## src/rtl/bf16_acc_seq.sv

```systemverilog
// rtl/bf16_acc_seq.sv - bf16 packet accumulator sequencer around an external combinational adder
module bf16_acc_seq #(
    parameter int E = 8,
    parameter int M = 7
) (
    input  logic         clk,
    input  logic         nreset,
    input  logic         in_valid,
    output logic         in_ready,
    input  logic [E+M:0] in_data,
    input  logic         in_last,
    output logic         sa_o,
    output logic [E-1:0] ea_o,
    output logic [M-1:0] ma_o,
    output logic         sb_o,
    output logic [E-1:0] eb_o,
    output logic [M-1:0] mb_o,
    input  logic         s_i,
    input  logic [E-1:0] e_i,
    input  logic [M-1:0] m_i,
    output logic         out_valid,
    input  logic         out_ready,
    output logic [E+M:0] out_data,
    output logic [15:0]  out_count
);

    localparam int W = 1 + E + M;

    typedef enum logic [1:0] {
        IDLE = 2'd0,
        ACC  = 2'd1,
        DONE = 2'd2
    } state_t;

    state_t         state;
    state_t         state_nxt;
    logic [W-1:0]   acc;
    logic [15:0]    cnt;
    logic           in_hs;
    logic           out_hs;

    assign in_hs  = in_valid & in_ready;
    assign out_hs = out_valid & out_ready;

    // Adder operands are always presented; the sum is only consumed in ACC.
    assign {sa_o, ea_o, ma_o} = acc;
    assign {sb_o, eb_o, mb_o} = in_data;

    assign out_data  = acc;
    assign out_count = cnt;

    // State register; reset discards any partial or pending packet at once.
    always_ff @(posedge clk or negedge nreset) begin
        if (!nreset) begin
            state <= IDLE;
        end else begin
            state <= state_nxt;
        end
    end

    // Next-state and handshake outputs.
    always_comb begin
        state_nxt = state;
        in_ready  = (state != DONE);
        out_valid = (state == DONE);
        case (state)
            IDLE: if (in_hs) state_nxt = in_last ? DONE : ACC;
            ACC:  if (in_hs) state_nxt = in_last ? DONE : ACC;
            DONE: if (out_hs) state_nxt = IDLE;
            default: state_nxt = IDLE;
        endcase
    end

    // Accumulator and element counter; the first element loads without an add.
    always_ff @(posedge clk or negedge nreset) begin
        if (!nreset) begin
            acc <= '0;
            cnt <= '0;
        end else if (in_hs) begin
            if (state == IDLE) begin
                acc <= in_data;
                cnt <= 16'd1;
            end else begin
                acc <= {s_i, e_i, m_i};
                if (cnt != 16'hFFFF) begin
                    cnt <= cnt + 16'd1;
                end
            end
        end
    end

endmodule
```

## config.mk

```make
export PLATFORM = sky130hd
export DESIGN_NAME = bf16_acc_seq
export DESIGN_NICKNAME = d
export VERILOG_FILES = /design/src/rtl/bf16_acc_seq.sv
export SDC_FILE = /design/constraint.sdc
export NUM_CORES = 1
export LEC_CHECK = 0
export BUFFER_PORTS_ARGS = -buffer_cell sky130_fd_sc_hd__clkbuf_2
export CAP_MARGIN = 15
export CORE_UTILIZATION = 41
export DETAILED_ROUTE_END_ITERATION = 10
export GPL_TIMING_DRIVEN = 1
export PLACE_DENSITY = 0.86
export SLEW_MARGIN = 10
export SYNTH_ARGS = -nofsm -noshare
export SYNTH_HDL_FRONTEND = slang
export SYNTH_SLANG_ARGS = --single-unit
```

## constraint.sdc

```tcl
create_clock -name clk -period 2 [get_ports clk]
set_input_delay 0.3 -clock clk [delete_from_list [all_inputs] [get_ports clk]]
set_output_delay 0.3 -clock clk [all_outputs]
set_load 0.02 [all_outputs]
```

==> impl_results.md <==
* Status: completed
* Worst hold stages at 2
* Worst skew pair latency at ~0.28 ns
* Global placer's final weighted congestion at 0.883
* CP arrival at 2.12 ns
* Antenna Cells at 0
* Highest clock rate at between 500 and 600 MHz
* TNS Setup at 0 ns
* Hold_ws at 0.216 ns
* Largest fanout on the critical path at 6
* Peak VDD IR at 0.593 mV
* Final WS setup at 0.107 ns
* Num CTS Buffers at 5
* Syn Area/Cell at 8.54 um2
* Post-Syn Area at 2070 um2
* Final slew viol count at 0
* Finish-stage setup viols at 0
* Post-Syn Instances at around 240
* Worst path required time at 2.23 ns
* Bufs on Longest Clock Path at 2
* Die span in x at 73.0 um
* Final wirelength at 5250 um
* Setup Skew at ~0.0068 ns
* Util after Layout at 54.6%
* DP Wirelength at 3930 um
* Worst-margin pin slew at 0.599 ns
* CP max stage delay at just under 0.6 ns
* Number of global-route vias before repair at 1854
* R2r setup slk at between 0.1 and 0.15 ns
* Core Footprint at between 4000 and 5000 um2
* RSZ-0062 raised after global routing: no
* Drt initial violations at 72
* Layout overhead on the synthesized area at 26.5%
* Slew HR at 60.1%
* DR pass1 iterations at 4
* Synth Net Count at 280
* Root Buffer: clkbuf_8
* Commonest cells post-synth: nand2_1, dfrtp_1, buf_4
* Critical hold path startpoint: out_ready
* Boundary Pins at 103
* Die Ht at 73.0 um
* Worst Path Class, Setup: register to register
* DP Worst Slack at 0.0737 ns
* DRC at 0
* Cell Pwr Density at 988 nW/um2
* Fill count at 458
* End of the worst register-to-register path: out_count[5]$_DFFE_PN0P_
* Tcrit/Tclk final at between 90 and 100%
* First-pass GRT wire length at 8490 um
* Post-synth ARST share at 100%
* Reg-to-reg startpoint: out_count[1]$_DFFE_PN0P_
* Reg2reg path depth at 6
* Initial cell density of the core at 43.2%
* Area of the multi-input gates at 913 um2
* Max-Cap Viols at 0
* Clk slew on worst S/H paths at 0.07 ns
* Antenna violations before repair at 0
* Min cycle time layout at 1.89 ns
* Layout Nets at around 360
* Via-per-instance ratio at between 5 and 6
* Share of cells above drive strength 1 at 40.9%
* Fin. Hold Viols at 0
* Worst Setup Start Kind: register
* Synth area leaders: dfrtp_1, buf_4, nand2_1
* Unique masters post-synth at 40
* Grt ovf at 0
* CP max-delay cell: or4_1
* Sink Count at 34
* FF+latch count, synth at 34
* CP Capture Type: register
* Vias at 2021
* Setup Fix Bufs, Post-CTS at 0
* IO buf count at 102
* Min-delay worst type: primary input to register
* H-tree Lvls at 2
* Warnings, synthesis at 0
* # rows at 25
* Top-count cell post-synth: nand2_1
* Dominant cell type by area after synthesis: dfrtp_1
* Top cell type's share of synthesized area at between 40% and 50%
* CTS tree: done
* Leak Pwr at 1.32 nW
* Hold EP: state[1]$_DFFE_PN0P_
* EDFF count, synth at 0
* Primary FF master, synth: dfrtp_1
* Wirelength per Cell at 13.5 um
* Sequential cell area at 853 um2
* Largest net degree at the start of global routing at 27
* ANT nets after route at 0
* Cells along the critical path: ha_4 -> nand3_4 -> or4_1 -> buf_4 -> o211ai_1 -> a22o_1
* Total track usage at 20.6%
* Die area at 5330 um2
* Seq/Total Area, Yosys at between 40% and 50%
registers in the layout (all words and copies together) (netlist names):
name	flops
out_count	16
out_data	16
state	2
worst max-delay path, delay by kind of cell (launching register included):
family | cells | cell delay, ns
AND/OR/NAND/NOR | 2 | 0.69
flip-flops | 1 | 0.41
AO/OA/AOI/OAI | 2 | 0.37
adder cells (fa/ha/maj) | 1 | 0.18
buffers and inverters | 1 | 0.19
area by class of cell:
type	count	area share (%)
Tap cell	67	3.21
Multi-Input combinational cell	156	34.9
Clock inverter	2	0.383
Clock buffer	5	2.63
Inverter	9	1.29
Sequential cell	34	32.6
Timing Repair Buffer	117	24.9
cell families (layout without fill, tap and decap cells):
group	after synthesis	count (layout)	share of synthesized area (%)
AOI/OAI and AO/OA	50	50	17.1
adders and majority gates	1	1	0.606
buffers and inverters	52	133	15.4
DFF	34	34	41.2
muxes	4	4	1.94
and+or+nand+nor	101	101	23.7
routing by layer:
metal  up-vias  share of wire, %  routed length (um)  global-route usage [%]
li1        983                 -                   -                       -
met1       953                41                2170                    24.4
met2        79                52                2740                    35.9
met3         6               5.6                 296                    5.11
met4         0              0.90                  47                    7.84
met5         -                 0                   0                       0
timing repair:
action | 4_1_cts | 5_1_grt
gates resized for setup | 0 | 2
hold buffers | 1 | 0
hold endpoints to repair | 8 | 0
setup endpoints to repair | 0 | 8
cell usage in the layout, fill, tap and decap left out, drive strengths merged, types with 3 or more instances in the layout:
master,count
clkbuf,107
nand2,44
dfrtp,34
nor2,26
a31oi,17
buf,14
nand3,10
inv,9
o21ai,7
nor3,6
o211ai,4
a22o,4
mux2i,4
nand4,4
a2bb2oi,3
nor4,3
how the worst max path moves through the flow:
| stage | startpoint | end | slack (ns) | depth (start not counted) |
|---|---|---|---|---|
| floorplan | out_count[0]$_DFFE_PN0P_ | out_count[6]$_DFFE_PN0P_ | 0.04 | 6 |
| global placement | out_count[1]$_DFFE_PN0P_ | out_count[0]$_DFFE_PN0P_ | 0.13 | 5 |
| detailed placement | out_count[1]$_DFFE_PN0P_ | out_count[0]$_DFFE_PN0P_ | 0.07 | 6 |
| CTS | out_count[1]$_DFFE_PN0P_ | out_count[0]$_DFFE_PN0P_ | 0.06 | 6 |
| global route | out_count[1]$_DFFE_PN0P_ | out_count[2]$_DFFE_PN0P_ | 0.03 | 6 |
| finish | out_count[1]$_DFFE_PN0P_ | out_count[5]$_DFFE_PN0P_ | 0.11 | 6 |
power breakdown:
part | internal (mW) | switching [mW] | total [mW]
combinational | 0.392 | 0.693 | 1.09
clock | 0.233 | 0.241 | 0.474
sequential | 0.838 | 0.184 | 1.02
stage by stage:
stage	instance area, um2	total power, mW	instances
floorplan	2070	1.78	242
global placement	2510	2.07	382
detailed placement	2510	2.10	382
CTS	2600	2.59	390
global route	2610	2.76	390
finish	2610	2.58	390
Note: power is estimated with default switching activity, not from simulation.
